--- src/rtl/mem_port_ctrl.sv ---
// Single-port SRAM request/response controller: accepts one load or store at a
// time, range-checks the address and returns a registered response.
module mem_port_ctrl #(
    parameter int DATA_W    = 16,
    parameter int ADDR_W    = 8,
    parameter int MEM_DEPTH = 128
) (
    input  logic              clk,
    input  logic              rst,
    input  logic              req_valid,
    output logic              req_ready,
    input  logic              req_we,
    input  logic [ADDR_W-1:0] req_addr,
    input  logic [DATA_W-1:0] req_wdata,
    output logic              rsp_valid,
    input  logic              rsp_ready,
    output logic [DATA_W-1:0] rsp_rdata,
    output logic              rsp_err,
    output logic [ADDR_W-1:0] mem_addr,
    output logic [DATA_W-1:0] mem_din,
    output logic              mem_we,
    input  logic [DATA_W-1:0] mem_dout
);

    typedef enum logic [2:0] {
        IDLE  = 3'd0,
        WRITE = 3'd1,
        READ  = 3'd2,
        RESP  = 3'd3,
        ERR   = 3'd4
    } state_t;

    state_t state, state_next;

    logic [ADDR_W-1:0] addr_q;
    logic [DATA_W-1:0] data_q;
    logic [DATA_W-1:0] rdata_q;
    logic              err_q;
    logic              accept;
    logic              addr_bad;

    assign accept   = req_valid && (state == IDLE);
    assign addr_bad = 32'(req_addr) >= MEM_DEPTH;

    always_ff @(posedge clk) begin
        if (rst) begin
            state <= IDLE;
        end else begin
            state <= state_next;
        end
    end

    always_comb begin
        state_next = state;
        case (state)
            IDLE: begin
                if (accept) begin
                    if (addr_bad) begin
                        state_next = ERR;
                    end else if (req_we) begin
                        state_next = WRITE;
                    end else begin
                        state_next = READ;
                    end
                end
            end
            WRITE, READ, ERR: state_next = RESP;
            RESP: begin
                if (rsp_ready) begin
                    state_next = IDLE;
                end
            end
            default: state_next = IDLE;
        endcase
    end

    // Out-of-range requests never touch the SRAM port, so the port registers
    // only capture legal requests and otherwise keep their previous values.
    always_ff @(posedge clk) begin
        if (rst) begin
            addr_q  <= '0;
            data_q  <= '0;
            rdata_q <= '0;
            err_q   <= 1'b0;
        end else begin
            if (accept && !addr_bad) begin
                addr_q <= req_addr;
                data_q <= req_wdata;
            end
            case (state)
                WRITE: begin
                    rdata_q <= '0;
                    err_q   <= 1'b0;
                end
                READ: begin
                    rdata_q <= mem_dout;
                    err_q   <= 1'b0;
                end
                ERR: begin
                    rdata_q <= '0;
                    err_q   <= 1'b1;
                end
                default: begin
                end
            endcase
        end
    end

    assign req_ready = (state == IDLE);
    assign rsp_valid = (state == RESP);
    assign rsp_rdata = rdata_q;
    assign rsp_err   = err_q;
    assign mem_addr  = addr_q;
    assign mem_din   = data_q;
    assign mem_we    = (state == WRITE) && !rst;

endmodule
--- config.mk ---
export PLATFORM = sky130hd
export DESIGN_NAME = mem_port_ctrl
export DESIGN_NICKNAME = d
export VERILOG_FILES = /design/src/rtl/mem_port_ctrl.sv
export SDC_FILE = /design/constraint.sdc
export NUM_CORES = 1
export LEC_CHECK = 0
export CAP_MARGIN = 15
export CELL_PAD_IN_SITES_DETAIL_PLACEMENT = 1
export CELL_PAD_IN_SITES_GLOBAL_PLACEMENT = 1
export CORE_MARGIN = 10
export CORE_UTILIZATION = 26
export CTS_BUF_LIST = sky130_fd_sc_hd__clkbuf_2
export DETAILED_ROUTE_END_ITERATION = 7
export PLACE_DENSITY_LB_ADDON = 0.1
export RECOVER_POWER = 25
export SYNTH_ARGS = -nofsm -noshare
export SYNTH_HDL_FRONTEND = slang
export SYNTH_SLANG_ARGS = --single-unit
--- constraint.sdc ---
create_clock -name clk -period 1.5 [get_ports clk]
set_input_delay 0.3 -clock clk [delete_from_list [all_inputs] [get_ports clk]]
set_output_delay 0.3 -clock clk [all_outputs]
set_load 0.02 [all_outputs]
==> impl_metrics.toml, run 1 <==
[floorplan]
die_area_um2 = 9990
io_pins = 89
core_um2 = 6280
initial_core_util_pct = 26.5
num_rows = 29
die_h_um = 99.9
fp.dieW_um = 99.9

[yosys]
syn_avg_cell_area_um2 = 9.44
ys.flop_type = "dfxtp_1"
synth_edf_count = 0
syn-instance-count = 176
syn_area_um2 = 1660
synth.top_cell.area_share_pct = 53.0
post-synth-top-count-cell = "dfxtp_1"
yosys_register_bits = 44
synth_commonest_cells = "dfxtp_1, a21oi_1, nand3_1"
yosys.cell_types.count = 27
ys_warn_count = 0
synth_nets = 221
synth_area_leaders = "dfxtp_1, a22o_1, a21oi_1"
ys_seq_area_share_pct = 53.0
synthArstFlopShare_pct = 0
yosys.area.top_type = "dfxtp_1"

[finish]
final_nets = 319
drive_gt1_share_pct = 17.1
antenna_cells = 0
finish.utilization_pct = 44.1
final_cell_count_no_fill = 352
syn2layout_area_growth_pct = 66.4

[placed_design]
dp_hpwl_um = 4250
globalplace.congestion = 0.669
dp_cells = 339
port_buffers = 88

[clock_network]
cts_buffers = 5
cts_tree = "done"
cts_root_buf = "clkbuf_2"
cts-hold-fix-buffers = 0
h-tree-depth = 2
clock_latency_ns = 0.40
cts.sinks = 44
clk_pin_slew_ns = 0.23
cts_buffer_depth = 2

[status]
status = "finished, violations left"
violations = "setup timing"

[sta]
final-setup-viol-count = 3
setup_slack_ns = -0.143
tightest_slew_ns = 0.329
rsz0062_at_grt = "yes"
slew_viol_final = 0
period_needed_ns = 1.64
max-slew-margin-rel_pct = 78.1
finalCritPeriodShare_pct = 110
fin_skew_ns = 0.0117
finalHoldViolations = 0
max_clock_freq_mhz = 609

[pwr]
ir_worst_vdd_mv = 0.455
total_power_mw = 2.79
powerDensity_nw_per_um2 = 1010
leakage_nw = 1.09

[global_routing]
grt_usage_pct = 11.5
grt_antenna_before_repair = 0
grt_pass1_vias = 1787
grt_overflow = 0
grt_pass1_wl_um = 9450
grt_max_degree = 29

[worst_setup_path]
crit_fanout = 2
worstSetupPathType = "reg -> out"
critical_path_arrival_ns = 1.34
critPathRequiredTime_ns = 1.20
cp-start-kind = "flop"
end_kind = "primary output"

[job]
maxCapViolCount = 0

[min_path]
hold_path.class = "in -> reg"

[routing]
totalWireLength_um = 6020
ant_nets = 0
dr.pass1.iters = 4
drc = 0
drt_iter0_drc = 20
num_vias = 1678
viasPerCell = 4.77
avgRoutedWirePerCell_um = 17.1
==> placed cells by master (no fill, tap or decap) <==
| cell type | synthesis | layout |
|---|---|---|
| clkdlybuf4s50_1 | 0 | 44 |
| dfxtp_1 | 44 | 41 |
| a21oi_1 | 27 | 27 |
| nand3_1 | 24 | 24 |
| clkdlybuf4s15_1 | 0 | 18 |
| buf_4 | 2 | 17 |
| o21ai_0 | 16 | 16 |
| a22o_1 | 16 | 16 |
| clkbuf_2 | 0 | 10 |
| o21ai_1 | 9 | 9 |
| clkbuf_1 | 10 | 9 |
| dlygate4sd2_1 | 0 | 9 |
| buf_12 | 0 | 4 |
| buf_6 | 4 | 3 |
| inv_4 | 0 | 2 |
| nor3b_2 | 0 | 2 |
| nand2b_1 | 2 | 2 |
| nand2_1 | 2 | 2 |
| a21o_1 | 2 | 2 |
| dfxtp_2 | 0 | 2 |
| or3_4 | 1 | 1 |
| nor4_4 | 0 | 1 |
| nor2b_1 | 1 | 1 |
| nor4b_4 | 0 | 1 |
| xor2_1 | 1 | 1 |
| a211oi_4 | 0 | 1 |
| nor3_1 | 1 | 1 |
| nor2_1 | 1 | 1 |
| inv_1 | 2 | 1 |
| o211ai_1 | 1 | 1 |
| or3_1 | 1 | 1 |
| nand3b_1 | 1 | 1 |
| bufinv_16 | 0 | 1 |
| clkinv_2 | 1 | 1 |
| buf_1 | 0 | 1 |
| dfxtp_4 | 0 | 1 |
==> critical path, cell delays in order, from the launching register on <==
cell     delay, ns
dfxtp_2       0.37
or3_4         0.40
inv_4         0.07
buf_6         0.11
==> final cells by class <==
cell class,instances,area [um2]
Fill cell,725,3510
Timing Repair Buffer,109,998
Sequential cell,44,887
Multi-Input combinational cell,111,702
Tap cell,77,96.3
Clock inverter,2,35.0
Clock buffer,6,30.0
Inverter,3,16.3
==> metrics by stage <==
| step | setup WS (ns) | hold WS, ns | TNS [ns] | cell area [um2] |
|---|---|---|---|---|
| 2_1_floorplan | 0.0387 | 0.418 | 0 | 1670 |
| 3_3_place_gp | -0.432 | 0.436 | -8.66 | 2700 |
| 3_5_place_dp | -0.473 | 0.443 | -9.57 | 2700 |
| 4_1_cts | -0.199 | 0.380 | -0.452 | 2760 |
| 5_1_grt | -0.241 | 0.369 | -1.10 | 2770 |
| 6_report | -0.143 | 0.420 | -0.280 | 2770 |
==> power breakdown <==
part	switching, mW	total [mW]	internal (mW)
sequential	0.0448	1.30	1.25
combinational	0.436	0.823	0.387
clock	0.386	0.672	0.287
total	0.866	2.79	1.93
==> per-layer routing <==
| metal | global-route usage, % | share of wire, % | up-vias |
|---|---|---|---|
| li1 | - | - | 830 |
| met1 | 13.9 | 44 | 793 |
| met2 | 18.3 | 48 | 49 |
| met3 | 4.95 | 7.5 | 6 |
| met4 | 2.98 | 0.76 | 0 |
| met5 | 0 | 0 | - |
==> worst paths after layout <==
path	start	endpoint	slack (ns)	cells after the start
worst max-delay path	state[2]	req_ready	-0.14	3
worst min-delay path	req_wdata[5]	mem_din[5]	0.42	3
worst max register to register	state[2]	state[1]	-0.05	4
worst min register to register	mem_addr[7]	mem_addr[7]	0.47	2
==> cells by family (layout without fill, tap and decap cells) <==
logic type	Yosys count	count (layout)	synth area share, %
AOI/OAI and AO/OA	72	72	26.2
DFF	44	44	53.0
and+or+nand+nor	38	38	13.0
buffers and inverters	21	120	7.23
xor gates and xnor gates	1	1	0.527
==> what timing repair did <==
action / 4_1_cts / 5_1_grt
buffers inserted: 3 / 2
setup endpoints to repair: 61 / 74
pin swaps: 2 / 2
gates resized for setup: 67 / 52
==> sequential cells by signal, summed over array words and instances, names as in the netlist <==
signal and cells:
state 3, mem_addr 8, rsp_rdata 16, rsp_err 1, mem_din 16
Note: power is estimated with default switching activity, not from simulation.
==> run 2, diff against run 1 <==
- clock period: 1.5 -> 1.45 ns (I/O delays scaled with it)
==> impl_metrics.toml, run 2 (synthesis results as in run 1) <==
[pwr]
ir_worst_vdd_mv = 0.387
total_power_mw = 3.02
power.internal_mw = 2.09
powerDensity_nw_per_um2 = 1070
leakage_nw = 1.12
seq_power_share_pct = 44.5
pwr-share-clk_pct = 21.7
power.share.combinational_pct = 33.8
p_sw_share_pct = 30.8
p_switching_mw = 0.931

[finish]
fill_cells = 750
antenna_cells = 0
final_nets = 327
layout_common_cells = "clkdlybuf4s50_1, dfxtp_1, clkbuf_2, a21oi_1, nand3_1"
drive_gt1_share_pct = 32.4
syn2layout_area_growth_pct = 70.1
finish.utilization_pct = 45.0
final_cell_count_no_fill = 358
layout_commonest_cell = "clkdlybuf4s50_1"

[sta]
slew_viol_final = 0
holdWs_ns = 0.418
max-slew-margin-rel_pct = 77.8
tightest_slew_ns = 0.332
max_clock_freq_mhz = 619
finalCritPeriodShare_pct = 111
rsz0062_at_grt = "yes"
fin_skew_ns = 0.0345
finalHoldViolations = 0
period_needed_ns = 1.62
setup_slack_ns = -0.166
final-setup-viol-count = 8

[worst_setup_path]
crit_fanout = 3
ff2ff_path_depth = 5
critPathRequiredTime_ns = 1.16
cp-start-kind = "flop"
worst_path_largest_cell_delay_ns = 0.39
crit_family = "flip-flops"
cp_slowest_cell = "dfxtp_4"
r2r_end = "state[0]"
reg2reg_slack_ns = -0.07
worstSetupPathType = "reg -> out"
critical_path_arrival_ns = 1.33
r2r_start = "state[2]"
critPathBufInv = 3
end_kind = "primary output"
path_cells = "buf_6 > inv_6 > nor4_4 > buf_4"

[floorplan]
core_um2 = 6280
die_h_um = 99.9
initial_core_util_pct = 26.5
die_area_um2 = 9990
fp.dieW_um = 99.9
io_pins = 89
num_rows = 29

[clock_network]
clk_pin_slew_ns = 0.22
cts_root_buf = "clkbuf_2"
cts_tree = "done"
cts_buffers = 5
clock_latency_ns = 0.40
cts_buffer_depth = 2
h-tree-depth = 2
cts.sinks = 44

[routing]
num_vias = 1693
drt_iter0_drc = 24
dr.pass1.iters = 4
totalWireLength_um = 6020
viasPerCell = 4.73
ant_nets = 0
drc = 0
avgRoutedWirePerCell_um = 16.8

[global_routing]
grt_pass1_wl_um = 9660
grt_usage_pct = 11.8
grt_antenna_before_repair = 0
grt_overflow = 0
grt_pass1_vias = 1797
grt_max_degree = 30

[placed_design]
dp_cells = 339
dp_hpwl_um = 4230
port_buffers = 88
place_ws_ns = -0.376
globalplace.congestion = 0.691

[min_path]
min_from = "req_wdata[7]"
min_path_cells = 3
min_to = "mem_din[7]"
hold_path.class = "in -> reg"

[status]
status = "finished, violations left"
violations = "setup timing"

[job]
maxCapViolCount = 0
-- run 2: cell count changes in the layout (fill, tap and decap cells not counted), moves of 5 or more --
cell | previous run | this run
clkbuf_2 | 10 | 32
clkdlybuf4s15_1 | 18 | 5
o21ai_0 | 16 | 3
o21ai_2 | 0 | 12
dlygate4sd2_1 | 9 | 0
buf_6 | 3 | 8
-- run 2: through the flow --
stage / cell area, um2 / TNS [ns]
after floorplan: 1670 / -0.00130
after global placement: 2700 / -7.81
after detailed placement: 2700 / -8.47
after CTS: 2820 / -1.04
after global routing: 2830 / -3.86
final: 2830 / -0.644
-- run 2: worst min-delay path, stage by stage --
cell and delay, ns:
clkdlybuf4s50_1 0.39, nand3_1 0.06, a21oi_1 0.05
-- run 2: final cells by class --
cell class	count	area (um2)	share of cell area, %
repair buffers	117	1020	36.3
clock inverters	1	30.0	1.06
multi-input cells	111	747	26.4
well taps	77	96.3	3.41
flip-flops and latches	44	886	31.3
clock buffers	5	25.0	0.885
inverters	3	17.5	0.620
-- run 2: worst max-delay path by stage --
stage,startpoint,endpoint,cells after the start
floorplan,state[1],req_ready,5
global placement,rst,mem_we,3
detailed placement,rst,mem_we,3
CTS,state[2],mem_we,4
global route,state[0],mem_we,4
finish,state[0],mem_we,4
-- run 2: what timing repair did --
action | 4_1_cts | 5_1_grt
resized for setup | 91 | 96
buffers inserted | 3 | 9
gates cloned | 1 | 1
setup endpoints to repair | 47 | 62
hold buffers | 0 | 0
pin swaps | 5 | 21
-- run 2: power by group through the flow --
stage | clock (mW) | combinational (mW) | sequential (mW)
4_1_cts | 0.684 | 0.925 | 1.34
3_5_place_dp | 0 | 0.853 | 1.36
5_1_grt | 0.740 | 1.10 | 1.36
3_3_place_gp | 0 | 0.847 | 1.36
6_report | 0.654 | 1.02 | 1.34
2_1_floorplan | 0 | 0.354 | 1.44
-- run 2: metal layers --
metal	routed length [um]	global-route usage (%)	up-vias
met5	0	0	-
met2	2830	18.7	47
met4	52	3.31	0
met3	448	4.81	5
li1	-	-	849
met1	2700	14.2	792
